### config.mk
export PLATFORM = sky130hd
export DESIGN_NAME = audio_arbiter_flat
export DESIGN_NICKNAME = d
export VERILOG_FILES = /design/src/rtl/atm_audio_pkg.sv /design/src/rtl/audio_arbiter_if.sv /design/src/rtl/tone_gen.sv /design/src/rtl/audio_arbiter.sv /design/src/flat_wrapper.sv
export SDC_FILE = /design/constraint.sdc
export NUM_CORES = 1
export LEC_CHECK = 0
export BUFFER_PORTS_ARGS = -buffer_cell sky130_fd_sc_hd__buf_2
export CORE_MARGIN = 1.5
export CORE_UTILIZATION = 45
export DETAILED_ROUTE_END_ITERATION = 6
export GPL_TIMING_DRIVEN = 1
export PLACE_DENSITY_LB_ADDON = 0.08
export SYNTH_ARGS = -nofsm -noshare
export SYNTH_HDL_FRONTEND = slang
export SYNTH_HIERARCHICAL = 1
export SYNTH_SLANG_ARGS = --single-unit
### constraint.sdc
create_clock -name clk -period 3 [get_ports clk]
set_input_delay 0.9 -clock clk [delete_from_list [all_inputs] [get_ports clk]]
set_output_delay 0.9 -clock clk [all_outputs]
set_load 0.03 [all_outputs]
### src/rtl/atm_audio_pkg.sv
// Shared types for the audio output arbiter: FSM states, grant codes and a
// small helper used to size the shared counters.
package atm_audio_pkg;

    typedef enum logic [2:0] {
        StIdle,
        StGap,
        StPlayFront,
        StPlayAfter,
        StBeep
    } arb_state_e;

    // Encoding of the grant output: who currently owns the amplifier.
    typedef enum logic [1:0] {
        GNT_NONE  = 2'd0,
        GNT_FRONT = 2'd1,
        GNT_AFTER = 2'd2,
        GNT_BEEP  = 2'd3
    } grant_e;

    function automatic int unsigned max_u(input int unsigned a, input int unsigned b);
        return (a > b) ? a : b;
    endfunction

endpackage

### src/rtl/audio_arbiter_if.sv
// Bundle of the arbiter's source requests, player audio and amplifier pins.
// The master side (players/keypad/board) drives requests and audio; the slave
// side (the arbiter) drives the pmod pins and status.
interface audio_arbiter_if;

    logic       beep_req;
    logic       music_front_on;
    logic       music_after_on;
    logic       front_pwm;
    logic       front_gain;
    logic       after_pwm;
    logic       after_gain;
    logic       pmod_1;
    logic       pmod_2;
    logic       pmod_4;
    logic [1:0] grant;
    logic       busy;

    modport master (
        output beep_req,
        output music_front_on,
        output music_after_on,
        output front_pwm,
        output front_gain,
        output after_pwm,
        output after_gain,
        input  pmod_1,
        input  pmod_2,
        input  pmod_4,
        input  grant,
        input  busy
    );

    modport slave (
        input  beep_req,
        input  music_front_on,
        input  music_after_on,
        input  front_pwm,
        input  front_gain,
        input  after_pwm,
        input  after_gain,
        output pmod_1,
        output pmod_2,
        output pmod_4,
        output grant,
        output busy
    );

endinterface

### src/rtl/tone_gen.sv
// Square-wave divider for the key-click beep. While enabled the output
// starts low and flips every half_i cycles; while disabled it is held low
// with its counter cleared so every beep starts from the same phase.
module tone_gen #(
    parameter int unsigned CntW = 8
) (
    input  logic            clk_i,
    input  logic            rst_i,
    input  logic            en_i,
    input  logic [CntW-1:0] half_i,
    output logic            tone_o
);

    logic [CntW-1:0] cnt_q, cnt_d;
    logic            tone_q, tone_d;

    // Count out one half-period, then flip the tone.
    always_comb begin
        cnt_d  = cnt_q;
        tone_d = tone_q;
        if (!en_i) begin
            cnt_d  = '0;
            tone_d = 1'b0;
        end else if ((cnt_q + CntW'(1)) >= half_i) begin
            cnt_d  = '0;
            tone_d = ~tone_q;
        end else begin
            cnt_d = cnt_q + CntW'(1);
        end
    end

    // Divider state.
    always_ff @(posedge clk_i or posedge rst_i) begin
        if (rst_i) begin
            cnt_q  <= '0;
            tone_q <= 1'b0;
        end else begin
            cnt_q  <= cnt_d;
            tone_q <= tone_d;
        end
    end

    assign tone_o = tone_q;

endmodule

### src/rtl/audio_arbiter.sv
// Arbitrates the single PWM amplifier between the key-click beep and two
// music players (priority beep > after > front). Every change of owner passes
// through a muted GAP so the amplifier never sees two sources back to back.
// All pins are registered: they reflect the state and inputs of the
// previous cycle.
module audio_arbiter
    import atm_audio_pkg::*;
#(
    parameter int unsigned GAP_CYCLES  = 100000,
    parameter int unsigned BEEP_CYCLES = 10000000,
    parameter int unsigned BEEP_HALF   = 50000,
    parameter int unsigned MIN_HOLD    = 1000000
) (
    input logic            clk,
    input logic            reset,
    audio_arbiter_if.slave aud_io
);

    localparam int unsigned CntMax =
        max_u(max_u(GAP_CYCLES, BEEP_CYCLES), max_u(BEEP_HALF, MIN_HOLD));
    localparam int unsigned CntW = $clog2(CntMax + 1);

    localparam logic [CntW-1:0] GapLast  = CntW'(GAP_CYCLES - 1);
    localparam logic [CntW-1:0] BeepLast = CntW'(BEEP_CYCLES - 1);
    localparam logic [CntW-1:0] HoldMax  = CntW'(MIN_HOLD);
    localparam logic [CntW-1:0] HalfCnt  = CntW'(BEEP_HALF);

    arb_state_e      state_q, state_d;
    logic [CntW-1:0] cnt_q, cnt_d;
    logic            beep_pend_q, beep_pend_d;
    logic            pend_now;
    logic            tone;

    logic            pmod_1_q, pmod_1_d;
    logic            pmod_2_q, pmod_2_d;
    logic            pmod_4_q, pmod_4_d;
    grant_e          grant_q, grant_d;
    logic            busy_q, busy_d;

    tone_gen #(
        .CntW (CntW)
    ) u_tone_gen (
        .clk_i  (clk),
        .rst_i  (reset),
        .en_i   (state_q == StBeep),
        .half_i (HalfCnt),
        .tone_o (tone)
    );

    // Next state: a beep request counts as pending in the cycle it arrives.
    always_comb begin
        state_d  = state_q;
        pend_now = beep_pend_q | aud_io.beep_req;
        unique case (state_q)
            StIdle: begin
                if (pend_now || aud_io.music_front_on || aud_io.music_after_on) begin
                    state_d = StGap;
                end
            end
            StGap: begin
                if (cnt_q == GapLast) begin
                    if (pend_now) begin
                        state_d = StBeep;
                    end else if (aud_io.music_after_on) begin
                        state_d = StPlayAfter;
                    end else if (aud_io.music_front_on) begin
                        state_d = StPlayFront;
                    end else begin
                        state_d = StIdle;
                    end
                end
            end
            StPlayFront: begin
                // After may only take over once front has played its minimum hold.
                if (pend_now || !aud_io.music_front_on ||
                    (aud_io.music_after_on && (cnt_q == HoldMax))) begin
                    state_d = StGap;
                end
            end
            StPlayAfter: begin
                if (pend_now || !aud_io.music_after_on) begin
                    state_d = StGap;
                end
            end
            StBeep: begin
                // A fresh keypress in the last cycle extends the beep instead.
                if ((cnt_q == BeepLast) && !aud_io.beep_req) begin
                    state_d = StGap;
                end
            end
            default: state_d = StIdle;
        endcase
    end

    // Shared counter: gap length, play hold time or beep duration; zero on entry.
    always_comb begin
        cnt_d = '0;
        if (state_d == state_q) begin
            unique case (state_q)
                StGap:       cnt_d = cnt_q + CntW'(1);
                StPlayFront,
                StPlayAfter: cnt_d = (cnt_q == HoldMax) ? cnt_q : cnt_q + CntW'(1);
                StBeep:      cnt_d = aud_io.beep_req ? '0 : cnt_q + CntW'(1);
                default:     cnt_d = '0;
            endcase
        end
    end

    // Beep pending flag: latched outside BEEP, consumed on entry to BEEP.
    always_comb begin
        beep_pend_d = beep_pend_q;
        if ((state_d == StBeep) && (state_q != StBeep)) begin
            beep_pend_d = 1'b0;
        end else if (aud_io.beep_req && (state_q != StBeep)) begin
            beep_pend_d = 1'b1;
        end
    end

    // Pin values for the current owner; muted with the amplifier off otherwise.
    always_comb begin
        pmod_1_d = 1'b0;
        pmod_2_d = 1'b0;
        pmod_4_d = 1'b0;
        grant_d  = GNT_NONE;
        busy_d   = (state_q != StIdle);
        unique case (state_q)
            StPlayFront: begin
                pmod_1_d = aud_io.front_pwm;
                pmod_2_d = aud_io.front_gain;
                pmod_4_d = 1'b1;
                grant_d  = GNT_FRONT;
            end
            StPlayAfter: begin
                pmod_1_d = aud_io.after_pwm;
                pmod_2_d = aud_io.after_gain;
                pmod_4_d = 1'b1;
                grant_d  = GNT_AFTER;
            end
            StBeep: begin
                pmod_1_d = tone;
                pmod_2_d = 1'b1;
                pmod_4_d = 1'b1;
                grant_d  = GNT_BEEP;
            end
            default: ;
        endcase
    end

    // Control state.
    always_ff @(posedge clk or posedge reset) begin
        if (reset) begin
            state_q     <= StIdle;
            cnt_q       <= '0;
            beep_pend_q <= 1'b0;
        end else begin
            state_q     <= state_d;
            cnt_q       <= cnt_d;
            beep_pend_q <= beep_pend_d;
        end
    end

    // Registered outputs.
    always_ff @(posedge clk or posedge reset) begin
        if (reset) begin
            pmod_1_q <= 1'b0;
            pmod_2_q <= 1'b0;
            pmod_4_q <= 1'b0;
            grant_q  <= GNT_NONE;
            busy_q   <= 1'b0;
        end else begin
            pmod_1_q <= pmod_1_d;
            pmod_2_q <= pmod_2_d;
            pmod_4_q <= pmod_4_d;
            grant_q  <= grant_d;
            busy_q   <= busy_d;
        end
    end

    assign aud_io.pmod_1 = pmod_1_q;
    assign aud_io.pmod_2 = pmod_2_q;
    assign aud_io.pmod_4 = pmod_4_q;
    assign aud_io.grant  = grant_q;
    assign aud_io.busy   = busy_q;

endmodule

### src/flat_wrapper.sv
// flat-port wrapper written by rule: the top's interface ports become plain ports
module audio_arbiter_flat import atm_audio_pkg::*;
#(
    parameter int unsigned GAP_CYCLES  = 100000,
    parameter int unsigned BEEP_CYCLES = 10000000,
    parameter int unsigned BEEP_HALF   = 50000,
    parameter int unsigned MIN_HOLD    = 1000000
)
  (clk, reset, aud_io_beep_req, aud_io_music_front_on, aud_io_music_after_on, aud_io_front_pwm, aud_io_front_gain, aud_io_after_pwm, aud_io_after_gain, aud_io_pmod_1, aud_io_pmod_2, aud_io_pmod_4, aud_io_grant, aud_io_busy);
  audio_arbiter_if aud_io_i ();
  input logic clk;
  input logic reset;
  input wire logic [$bits(aud_io_i.beep_req)-1:0] aud_io_beep_req;
  input wire logic [$bits(aud_io_i.music_front_on)-1:0] aud_io_music_front_on;
  input wire logic [$bits(aud_io_i.music_after_on)-1:0] aud_io_music_after_on;
  input wire logic [$bits(aud_io_i.front_pwm)-1:0] aud_io_front_pwm;
  input wire logic [$bits(aud_io_i.front_gain)-1:0] aud_io_front_gain;
  input wire logic [$bits(aud_io_i.after_pwm)-1:0] aud_io_after_pwm;
  input wire logic [$bits(aud_io_i.after_gain)-1:0] aud_io_after_gain;
  output wire logic [$bits(aud_io_i.pmod_1)-1:0] aud_io_pmod_1;
  output wire logic [$bits(aud_io_i.pmod_2)-1:0] aud_io_pmod_2;
  output wire logic [$bits(aud_io_i.pmod_4)-1:0] aud_io_pmod_4;
  output wire logic [$bits(aud_io_i.grant)-1:0] aud_io_grant;
  output wire logic [$bits(aud_io_i.busy)-1:0] aud_io_busy;
  assign aud_io_i.beep_req = aud_io_beep_req;
  assign aud_io_i.music_front_on = aud_io_music_front_on;
  assign aud_io_i.music_after_on = aud_io_music_after_on;
  assign aud_io_i.front_pwm = aud_io_front_pwm;
  assign aud_io_i.front_gain = aud_io_front_gain;
  assign aud_io_i.after_pwm = aud_io_after_pwm;
  assign aud_io_i.after_gain = aud_io_after_gain;
  assign aud_io_pmod_1 = aud_io_i.pmod_1;
  assign aud_io_pmod_2 = aud_io_i.pmod_2;
  assign aud_io_pmod_4 = aud_io_i.pmod_4;
  assign aud_io_grant = aud_io_i.grant;
  assign aud_io_busy = aud_io_i.busy;
  audio_arbiter #(.GAP_CYCLES(GAP_CYCLES), .BEEP_CYCLES(BEEP_CYCLES), .BEEP_HALF(BEEP_HALF), .MIN_HOLD(MIN_HOLD)) u_core (.clk(clk), .reset(reset), .aud_io(aud_io_i));
endmodule
==> After elaboration in Yosys (flattened, before gate mapping) <==
Cells that the tools add are included.
{ "op_classes": {"add_sub_neg": 2, "n_lt_le_gt_ge": 1, "eq_ne": 12, "mux": 23, "bitwise": 2, "reduce_logical": 17} }
{ "op_table": {"columns": ["cell", "count"], "rows": [
  ["$mux 24", 5],
  ["$pmux 24 s3", 1],
  ["$add 24x1->24 const B", 2],
  ["$eq 24x17->1 const B", 1],
  ["$eq 24x20->1 const B", 1],
  ["$eq 24x24->1 const B", 1],
  ["$ge 24x16->1 const B", 1],
  ["$mux 3", 7],
  ["$pmux 3 s5", 1],
  ["$eq 3x2->1 const B", 2],
  ["$eq 3x3->1 const B", 2],
  ["$ne 3x3->1 const B", 2],
  ["$pmux 1 s3", 2],
  ["$pmux 2 s3", 1],
  ["$logic_or 1x1->1", 5],
  ["$mux 1", 5],
  ["$logic_and 1x1->1", 4],
  ["$eq 3x1->1 const B", 1],
  ["$eq 3x3->1", 1],
  ["$logic_not 1->1", 3],
  ["$logic_not 3->1", 1],
  ["$reduce_bool 3->1", 1],
  ["$reduce_or 3->1", 1],
  ["$mux 2", 1],
  ["5 further kinds", 5]
]} }
{ "totals": {"reg_bits": 59, "out_inout_bits": 6, "wordCells": 67} }

==> Depth between registers and ports, before layout <==
Gate-level depths: netlist of run 1.
{ "depth": {"ltp_word": 8, "depth_mapped": 14, "mapped_depth_nobuf": 13} }

==> Cells and area by module <==
Netlist of run 1, hierarchy kept.
{ "modules_own_cells": {"columns": ["module", "instances", "cells_each", "area_each_um2", "seq_area_each_um2"], "rows": [
  ["audio_arbiter", 1, 224, 2078.2, 850.8],
  ["tone_gen", 1, 199, 1861.8, 625.6]
]} }

==> Worst setup path before layout of run 1 <==
No wires, ideal clock.
{ "synth_path": {"path_kind": "reg2reg", "start": "register u_core.u_tone_gen.cnt_q[0]", "end": "register u_core.u_tone_gen.tone_q, in the netlist u_core/u_tone_gen/tone_o", "setup_time_ps": 125, "arrival_ps": 3144, "slack_ps": -269, "path_stages_with_launch": 12, "n_path_buf": 0, "path_cell_list": "dfrtp_1 ha_1 and4_1 nand4_1 nor3_2 nand2_1 xnor2_1 ha_1 nand4_2 or4_4 o31ai_4 mux2_4"} }
{ "synth_via": {"elab_chain_cells": 3} }
{ "synth_rtl": {"columns": ["element", "line", "text"], "rows": [
  ["start: declaration", "tone_gen.sv:14", "logic [CntW-1:0] cnt_q, cnt_d;"],
  ["start signal: assignment", "tone_gen.sv:38", "cnt_q <= cnt_d;"],
  ["$add 24x1->24", "tone_gen.sv:24", "end else if ((cnt_q + CntW'(1)) >= half_i) begin"],
  ["$ge 24x16->1", "tone_gen.sv:24", null],
  ["$ne 2x1->1 (no line)", null, null],
  ["end signal: assignment", "tone_gen.sv:39", "tone_q <= tone_d;"],
  ["end: declaration", "tone_gen.sv:15", "logic tone_q, tone_d;"]
]} }
No other way between the ends.
A chain may end at the register's enable or synchronous reset.

==> Worst setup path in the final report of run 1 <==
{ "layout_path": {"start": "register u_core.u_tone_gen.cnt_q[1]", "end": "register u_core.u_tone_gen.tone_q, in the netlist u_core/u_tone_gen/tone_o"} }
The elaborated chain is that of the path after synthesis.

==> impl_metrics.yaml, run 1 <==
detailed_routing:
  detailedRoute.firstPassIterationCount: 4
  drt_first_iter_violations: 166
  routed_wl_um: 8360
  routed_via_density: 5.16
  drt_drc_violations_left: 0
  route.antenna.remaining_nets: 0
  vias: 3114
  routedWlPerCell_um: 13.9
global_route:
  grtUsageMet2_pct: 32.2
  global_route.overflow_total: 0
  use_met1_pct: 27.4
  global_route.usage.total_pct: 20.1
  first_global_vias: 3033
  grt_antenna_before_repair: 0
  grt_busiest_layer: "met2"
  globalRouteMet3Util_pct: 3.13
  grt_start_max_net_pins: 35
  global_route_wire_length_before_repair_um: 14400
clock_tree:
  clkLatencyLatePin_ns: 0.34
  clkSinkCount: 59
  htreeDepth: 3
  postCtsHoldBufs: 0
  clock_tree.root_cell: "clkbuf_8"
  tritoncts_clock_tree: "done"
  clkTransAtPathRegs_ns: 0.07
  tritoncts_buffers: 9
  cts_buffer_depth: 2
timing:
  fin_hold_ws_ns: 0.564
  remaining_max_slew_budget_at_the_tightest_pin_pct: 62.4
  grt_setup_unrepaired: "yes"
  setup_total_negative_slack_ns: -2.78
  maxSlewViolCount: 0
  skew_ns: 0.0111
  finalCriticalPeriod_ns: 3.16
  finalWorstSetupSlack_ns: -0.162
  fmax_ghz: 0.316
  min_period_over_period_pct: 105
  final-hold-violation-count: 0
  worst_slew_pin_slew_ns: 0.560
  final_setup_fails: 25
place:
  placement.cell_area_um2: 4380
  detailedPlacementHpwl_um: 6040
  gp_congestion: 0.858
  place_inst: 580
  buffer_ports.inserted: 14
synth:
  async_flop_share_pct: 100
  netlist_area_um2: 3940
  post_synth_num_cell_types: 60
  postSynth.topFlopCell: "dfrtp_1"
  synth.avg_cell_area_um2: 9.31
  synth-edff-count: 0
  number_of_register_bits_inferred_by_synthesis: 59
  synth_cells: 423
  ys_warn_count: 6
  yosysSeqAreaShare_pct: 37.5
die:
  core_um2: 8340
  die_height_um: 96.6
  floorplan.initialDensity_pct: 47.2
  die_area_um2: 9330
  io_pins: 15
  core.rowCount: 33
  chipWidth_um: 96.6
final_layout:
  number_of_fillers_in_the_final_layout: 741
  n_antenna_cell: 0
  drive_above_1_share_pct: 17.7
  final_nets: 529
  fin_area_um2: 4700
  finish.cell_count_without_fillers: 603
  area_growth_syn_to_layout_pct: 19.3
  layout_commonest_cell: "dfrtp_1"
  mostFrequentLayoutCells: "59 x dfrtp_1, 39 x inv_1, 34 x buf_4"
critical_path:
  critPathMaxStageDelay_ns: 0.57
  cp_slowest_cell: "or4_4"
  worst_path_buffer_plus_inverter_count: 0
  path_max_fanout: 4
  worst-endpoint-arrival_ns: 3.38
  worst_ep_required_time_ns: 3.22
  critPathMostFrequentCell: "nand4_1"
  series_of_cell_instances_along_the_critical_path: "ha_2, and4_4, nand4_1, nor3_4, nand4_1, xnor2_1, ha_1, nand4_1, or4_4, a21oi_4, a2111oi_4, o31ai_4, mux2_4"
  critical_path.endpoint_type: "register"
  crit_type: "reg -> reg"
  cp-start-kind: "register"
  critical-path-top-delay-family: "simple AND/OR/NAND/NOR gates"
status:
  failed_checks: "negative setup slack"
  status: "finished with violations"
hold_path:
  timing.hold.worst.class: "in -> async"
power_and_ir_drop:
  leakagePower_uw: 0.00222
  power_density_nw_per_um2: 424
  power.ir.vdd_worst_v: 0.000251
run:
  max_cap_viol_count: 0
-- worst paths after layout --
| path | from | to | slack (ns) | cells after the start |
|---|---|---|---|---|
| max | u_core/u_tone_gen/cnt_q[1] | u_core/u_tone_gen/tone_o | -0.16 | 13 |
| max reg2reg | u_core/u_tone_gen/cnt_q[1] | u_core/u_tone_gen/tone_o | -0.16 | 13 |
| min reg2reg | u_core/u_tone_gen/tone_o | u_core/aud_io.pmod_1 | 0.57 | 2 |
| min | reset | u_core/u_tone_gen/cnt_q[14] | 0.56 | 2 |
| min in group clk | u_core/u_tone_gen/tone_o | u_core/aud_io.pmod_1 | 0.57 | 2 |
| max in group asynchronous | reset | u_core/u_tone_gen/cnt_q[13] | 1.87 | 3 |
-- registers in the layout, summed over array words and instances, names as in the netlist --
register,cells
u_core/aud_io.busy,1
u_core/aud_io.grant,2
u_core/aud_io.pmod_1,1
u_core/aud_io.pmod_2,1
u_core/aud_io.pmod_4,1
u_core/beep_pend_q,1
u_core/cnt_q,24
u_core/state_q,3
u_core/u_tone_gen/cnt_q,24
u_core/u_tone_gen/tone_o,1
-- through the flow --
stage / util, % / total power (uW) / worst slack, ns
2_1_floorplan: - / 1060 / -0.143
3_3_place_gp: 52.5 / 1100 / -0.198
3_5_place_dp: 52.5 / 1110 / -0.243
4_1_cts: 55.9 / 2020 / -0.224
5_1_grt: 56.4 / 2090 / -0.344
6_report: 56.4 / 1990 / -0.162
-- per-layer routing --
metal | up-vias | share of wire [%] | wire length [um]
met5 | - | 0 | 0
met2 | 68 | 45 | 3740
met3 | 11 | 4.1 | 339
met1 | 1444 | 50 | 4150
met4 | 0 | 1.5 | 122
li1 | 1591 | - | -
-- cell type report --
class | count | area [um2] | area share [%]
Multi-Input combinational cell | 335 | 2370 | 50.4
Sequential cell | 59 | 1480 | 31.4
Timing Repair Buffer | 49 | 337 | 7.16
Inverter | 39 | 146 | 3.11
Clock buffer | 11 | 141 | 3.01
Tap cell | 105 | 131 | 2.79
Clock inverter | 5 | 100 | 2.13
-- cell usage after synthesis (3+ instances only) --
cell | count | area share (%)
nand4_1 | 13 | 2.1
xor2_1 | 11 | 2.4
nand2b_1 | 5 | 0.79
nand3_1 | 26 | 3.3
inv_1 | 39 | 3.7
mux2i_1 | 4 | 1.0
nor2_1 | 33 | 3.1
clkbuf_1 | 4 | 0.38
ha_1 | 27 | 8.6
o21ai_0 | 3 | 0.38
nor2b_1 | 26 | 4.1
buf_6 | 4 | 1.1
and3_1 | 12 | 1.9
nand2_1 | 21 | 2.0
a31oi_1 | 3 | 0.48
or2_2 | 3 | 0.48
a21oi_1 | 16 | 2.0
dfrtp_1 | 59 | 37
or4bb_1 | 3 | 0.86
nor3_1 | 15 | 1.9
nand4b_1 | 3 | 0.67
buf_2 | 3 | 0.38
a211oi_1 | 3 | 0.57
and4_1 | 3 | 0.67
nor4_1 | 8 | 1.3
xnor2_1 | 34 | 7.6
a21o_1 | 3 | 0.57
-- kinds of logic after synthesis --
group	count (synthesis)	share of synthesized area, %
adders and majority gates	27	8.57
AOI/OAI and AO/OA	43	8.10
xor gates and xnor gates	45	10.0
other	2	0.191
muxes	5	1.40
buffers and inverters	51	5.72
DFF	59	37.5
and+or+nand+nor	191	28.5
-- report_power, final --
| part | leakage [uW] | internal, uW | total (uW) | switching (uW) |
|---|---|---|---|---|
| registers | 0.000803 | 831 | 880 | 49.4 |
| logic | 0.00129 | 94.6 | 215 | 121 |
| clock network | 0.000123 | 572 | 896 | 324 |
| total | 0.00222 | 1500 | 1990 | 494 |
-- what timing repair did --
item,in CTS,in global routing
setup buffers,3,4
endpoints found under the setup margin,25,25
endpoints found under the hold margin,0,0
resized for setup,4,1
pin swaps,3,6
Power figures use the tool's default switching activity.
==> inputs of run 2 (changes only) <==
- GPL_TIMING_DRIVEN: 1 -> 0
==> run 2 against run 1 <==
The flow still finishes with violations (negative setup slack). Clock power down 34%. Register-to-register slack worse by 0.24 ns. Sequential power decreased by 1%. Maximum frequency is 7.0% lower. Die area unchanged. Largest power group is now sequential cells. Sequential share of layout area is 0.24 points lower. Largest cell class unchanged. Worst setup slack worse by 0.24 ns. Final area increased by 0.77%.
==> impl_metrics.yaml, run 2 (synthesized netlist as in run 1, its figures left out) <==
global_route:
  grt_antenna_before_repair: 0
  global_route.overflow_total: 0
  first_global_vias: 3144
  global_route_wire_length_before_repair_um: 14600
  grt_start_max_net_pins: 35
  global_route.usage.total_pct: 20.6
die:
  chipWidth_um: 96.6
  io_pins: 15
  core.rowCount: 33
  core_um2: 8340
  die_area_um2: 9330
  floorplan.initialDensity_pct: 47.2
  die_height_um: 96.6
detailed_routing:
  vias: 3166
  routed_via_density: 5.29
  route.antenna.remaining_nets: 0
  routedWlPerCell_um: 14.5
  drt_first_iter_violations: 105
  detailedRoute.firstPassIterationCount: 4
  drt_drc_violations_left: 0
  routed_wl_um: 8660
critical_path:
  reg2reg_depth: 13
  worst-endpoint-arrival_ns: 3.61
  cp-start-kind: "register"
  critical_path.endpoint_type: "register"
  critPathMaxStageDelay_ns: 0.58
  cp_slowest_cell: "or4_4"
  timing.rr.start: "u_core/u_tone_gen/cnt_q[2]"
  series_of_cell_instances_along_the_critical_path: "nand3_1, nor4_4, and3_4, and3_4, xor2_2, ha_1, nand4_1, or4_4, a21oi_4, a2111oi_4, o31ai_4, buf_6, mux2_4"
  critical_path.reg2reg.endpoint: "u_core/u_tone_gen/tone_o"
  rrSetupSlack_ns: -0.40
  worst_ep_required_time_ns: 3.21
  path_max_fanout: 7
  crit_type: "reg -> reg"
  critPathMostFrequentCell: "and3_4"
timing:
  final-hold-violation-count: 0
  min_period_over_period_pct: 113
  finalCriticalPeriod_ns: 3.40
  worst_slew_pin_slew_ns: 1.01
  final_setup_fails: 25
  fin_hold_ws_ns: 0.536
  maxSlewViolCount: 0
  fmax_ghz: 0.294
  skew_ns: 0.0107
  remaining_max_slew_budget_at_the_tightest_pin_pct: 32.7
  finalWorstSetupSlack_ns: -0.399
  setup_total_negative_slack_ns: -8.62
  grt_setup_unrepaired: "yes"
clock_tree:
  htreeDepth: 3
  clkSinkCount: 59
  clock_tree.root_cell: "clkbuf_8"
  tritoncts_clock_tree: "done"
  clkLatencyLatePin_ns: 0.34
  clkTransAtPathRegs_ns: 0.06
  cts_buffer_depth: 2
  tritoncts_buffers: 9
power_and_ir_drop:
  leakagePower_uw: 0.00218
  power.ir.vdd_worst_v: 0.000216
  power_density_nw_per_um2: 359
final_layout:
  layout_commonest_cell: "dfrtp_1"
  fin_area_um2: 4740
  layout_top_registers: "u_core/cnt_q x24, u_core/u_tone_gen/cnt_q x24, u_core/state_q x3"
  area_growth_syn_to_layout_pct: 20.2
  drive_above_1_share_pct: 19.1
  final_nets: 529
  mostFrequentLayoutCells: "59 x dfrtp_1, 38 x inv_1, 33 x nor2_1"
  n_antenna_cell: 0
hold_path:
  timing.hold.worst.class: "reg -> reg"
  worstHoldEndpoint: "u_core/aud_io.pmod_1"
  min_from: "u_core/u_tone_gen/tone_o"
  min_delay_path_depth: 2
place:
  gp_congestion: 0.897
  placement.cell_area_um2: 4250
  detailedPlacementHpwl_um: 5970
  buffer_ports.inserted: 14
run:
  max_cap_viol_count: 0
status:
  failed_checks: "negative setup slack"
  status: "finished with violations"
run 2: cell types whose count changed in the layout (fill, tap and decap cells not counted), sizes merged:
cell	change
bufinv	-3
clkbuf	+3
clkinv	-1
buf	-4
run 2: where the power goes:
part	switching (uW)	leakage, uW	internal, uW
Combinational	136	0.00130	103
Sequential	39.6	0.000803	832
Clock	291	0.0000758	297
run 2: cell type report:
cell class	instances	area, um2
clock buffer	10	138
sequential	59	1480
tap	105	131
clock inverter	1	5.00
inverter	39	146
buffer	11	71.3
multi-input combinational	335	2470
timing repair buffer	38	302
fill	739	3600
run 2: metal layers:
| layer | global-route usage (%) | share of wire (%) |
|---|---|---|
| met5 | 0 | 0 |
| met4 | 9.66 | 1.2 |
| met3 | 3.05 | 3.6 |
| met2 | 32.8 | 46 |
| met1 | 27.4 | 49 |
run 2: how the worst max path moves through the flow:
stage                                    start                          to  slack, ns  cells after the start
floorplan           u_core/u_tone_gen/cnt_q[0]    u_core/u_tone_gen/tone_o      -0.14                     11
global placement    u_core/u_tone_gen/cnt_q[0]    u_core/u_tone_gen/tone_o      -0.63                     11
detailed placement  u_core/u_tone_gen/cnt_q[0]    u_core/u_tone_gen/tone_o      -0.61                     11
CTS                 u_core/u_tone_gen/cnt_q[0]    u_core/u_tone_gen/tone_o      -0.42                     14
global route        u_core/u_tone_gen/cnt_q[0]  u_core/u_tone_gen/cnt_q[9]      -0.53                     18
finish              u_core/u_tone_gen/cnt_q[2]    u_core/u_tone_gen/tone_o      -0.40                     13
run 2: per-stage QoR:
| step | setup WS [ns] | instances | total power (uW) | utilization, % |
|---|---|---|---|---|
| final | -0.399 | 598 | 1700 | 56.8 |
| after global routing | -0.527 | 598 | 1800 | 56.8 |
| after CTS | -0.418 | 593 | 1710 | 55.2 |
| after detailed placement | -0.615 | 564 | 1120 | 50.9 |
| after global placement | -0.632 | 564 | 1110 | 50.9 |
| after floorplan | -0.143 | 445 | 1060 | - |
run 2: timing repair:
action,4_1_cts,5_1_grt
pin swaps,9,9
setup buffers,16,6
gates resized for setup,8,21
cloned,2,0
hold buffers,0,0
endpoints found under the setup margin,25,25
hold endpoints to repair,0,0
run 2: worst max-delay path, delay by kind of cell (launching register included):
kind / cells / cell delay [ns]
adders and majority gates: 1 / 0.30
and+or+nand+nor: 6 / 1.73
DFF: 1 / 0.42
xor gates and xnor gates: 1 / 0.06
AOI/OAI and AO/OA: 3 / 0.30
buffers and inverters: 1 / 0.16
muxes: 1 / 0.30
==> inputs of run 3 (changes only) <==
- MAX_ROUTING_LAYER: default -> met4
==> run 3 against run 2 <==
The flow still finishes with violations (negative setup slack). Critical path depth did not move. Worst setup slack barely moved. Global-route usage rose by 0.52 points. Sequential power barely moved. Largest cell class unchanged.
==> impl_metrics.yaml, run 3 (synthesized netlist as in run 1, its figures left out) <==
detailed_routing:
  wire_length_the_detailed_router_placed_on_met1_um: 4260
  routed-wl-met3_um: 275
  routedWlPerCell_um: 14.4
  drt_drc_violations_left: 0
  route.antenna.remaining_nets: 0
  vias: 3151
  sum_of_met2_wire_segment_lengths_after_detailed_routing_um: 3980
  routed_wl_um: 8630
  highest_layer: "met4"
  detailedRoute.firstPassIterationCount: 4
  drt_first_iter_violations: 100
  routed_via_density: 5.27
power_and_ir_drop:
  switching_share_pct: 27.3
  p_int_uw: 1230
  power_density_nw_per_um2: 358
  comb_power_share_pct: 14.1
  leakagePower_uw: 0.00218
  seq_power_share_pct: 51.4
  power.ir.vdd_worst_v: 0.000213
  power_share_of_the_clock_group_pct: 34.5
  net-switching-power_uw: 464
critical_path:
  critical_path.endpoint_type: "register"
  series_of_cell_instances_along_the_critical_path: "nand3_1, nor4_4, and3_4, and3_4, xor2_2, ha_1, nand4_1, or4_4, a21oi_4, a2111oi_4, o31ai_4, buf_6, mux2_4"
  worst_ep_required_time_ns: 3.21
  crit_type: "reg -> reg"
  critPathMostFrequentCell: "and3_4"
  worst-endpoint-arrival_ns: 3.61
  cp-start-kind: "register"
  critPathMaxStageDelay_ns: 0.58
  path_max_fanout: 7
  cp_slowest_cell: "or4_4"
clock_tree:
  tritoncts_clock_tree: "done"
  clkTransAtPathRegs_ns: 0.06
  htreeDepth: 3
  clkLatencyLatePin_ns: 0.33
  cts_buffer_depth: 2
  clock_tree.root_cell: "clkbuf_8"
  clkSinkCount: 59
  tritoncts_buffers: 9
  postCtsHoldBufs: 0
timing:
  final-hold-violation-count: 0
  fmax_ghz: 0.294
  worst_slew_pin_slew_ns: 1.01
  final_setup_fails: 25
  finalCriticalPeriod_ns: 3.40
  setup_total_negative_slack_ns: -8.61
  grt_setup_unrepaired: "yes"
  skew_ns: 0.0129
  remaining_max_slew_budget_at_the_tightest_pin_pct: 32.6
  min_period_over_period_pct: 113
  maxSlewViolCount: 0
  finalWorstSetupSlack_ns: -0.399
final_layout:
  number_of_fillers_in_the_final_layout: 739
  sequential_cell_area_um2: 1480
  final_nets: 529
  area_growth_syn_to_layout_pct: 20.2
  n_antenna_cell: 0
  multi_input_gate_area_in_the_final_layout_um2: 2470
  layout_commonest_cell: "dfrtp_1"
  layout_top_registers: "u_core/cnt_q x24, u_core/u_tone_gen/cnt_q x24, u_core/state_q x3"
  finish.cell_count_without_fillers: 598
  drive_above_1_share_pct: 19.1
  mostFrequentLayoutCells: "59 x dfrtp_1, 38 x inv_1, 33 x nor2_1"
die:
  floorplan.initialDensity_pct: 47.2
  io_pins: 15
  chipWidth_um: 96.6
  core_um2: 8340
  die_area_um2: 9330
  die_height_um: 96.6
  core.rowCount: 33
global_route:
  grt_antenna_before_repair: 0
  grt_start_max_net_pins: 35
  first_global_vias: 3146
  global_route.usage.total_pct: 21.1
  global_route_wire_length_before_repair_um: 14600
  global_route.overflow_total: 0
run:
  max_cap_viol_count: 0
place:
  buffer_ports.inserted: 14
  detailedPlacementHpwl_um: 5970
  gp_congestion: 0.912
  place_inst: 564
  dp_slack_ns: -0.615
hold_path:
  timing.hold.worst.class: "reg -> reg"
status:
  status: "finished with violations"
  failed_checks: "negative setup slack"
-- run 3: cell counts in the layout (fill, tap and decap cells not counted) --
Identical to the previous run, type by type.
-- run 3: final timing paths --
| kind | start | end | slack (ns) | cells after the start |
|---|---|---|---|---|
| worst max register to register | u_core/u_tone_gen/cnt_q[2] | u_core/u_tone_gen/tone_o | -0.40 | 13 |
| worst min register to register | u_core/u_tone_gen/tone_o | u_core/aud_io.pmod_1 | 0.54 | 2 |
| max in group asynchronous | reset | u_core/u_tone_gen/cnt_q[3] | 1.55 | 2 |
| min in group asynchronous | reset | u_core/cnt_q[1] | 0.70 | 2 |
| worst max-delay path | u_core/u_tone_gen/cnt_q[2] | u_core/u_tone_gen/tone_o | -0.40 | 13 |
| worst min-delay path | u_core/u_tone_gen/tone_o | u_core/aud_io.pmod_1 | 0.54 | 2 |
-- run 3: timing repair --
item                                    CTS  global route
endpoints found under the setup margin   25            25
pin swaps                                 9             9
endpoints found under the hold margin     0             0
resized for setup                         8            21
gates cloned                              2             0
buffers inserted                         16             6
-- run 3: power groups by stage --
| stage | Clock, uW | Combinational (uW) | Sequential, uW |
|---|---|---|---|
| floorplan | 0 | 182 | 877 |
| detailed placement | 0 | 233 | 883 |
| global route | 645 | 274 | 875 |
| CTS | 604 | 238 | 870 |
| finish | 586 | 239 | 871 |
| global placement | 0 | 228 | 885 |
-- run 3: layer usage --
layer	track usage (%)	vias up
met3	3.05	13
met1	27.0	1500
met5	-	-
met2	32.9	52
li1	-	1586
met4	9.66	0
-- run 3: cell type report --
| class | instances | area share, % |
|---|---|---|
| inverters | 39 | 3.09 |
| plain buffers | 11 | 1.51 |
| flip-flops and latches | 59 | 31.2 |
| repair buffers | 38 | 6.37 |
| multi-input cells | 335 | 52.1 |
| clock inverters | 1 | 0.106 |
| clock buffers | 10 | 2.91 |
| well taps | 105 | 2.77 |
-- run 3: stage by stage --
step                      hold WS, ns  area (um2)  power [uW]  utilization [%]
final                           0.536        4740        1700             56.8
after global routing            0.589        4740        1790             56.8
after CTS                       0.538        4600        1710             55.2
after detailed placement        0.520        4250        1120             50.9
after global placement          0.506        4250        1110             50.9
after floorplan                 0.472        4040        1060                -
-- run 3: worst max-delay path: cells and delay by family, from the launching register on --
family / cells / cell delay [ns]
AOI/OAI and AO/OA: 3 / 0.30
xor gates and xnor gates: 1 / 0.06
adders and majority gates: 1 / 0.30
buffers and inverters: 1 / 0.16
DFF: 1 / 0.42
muxes: 1 / 0.30
and+or+nand+nor: 6 / 1.73
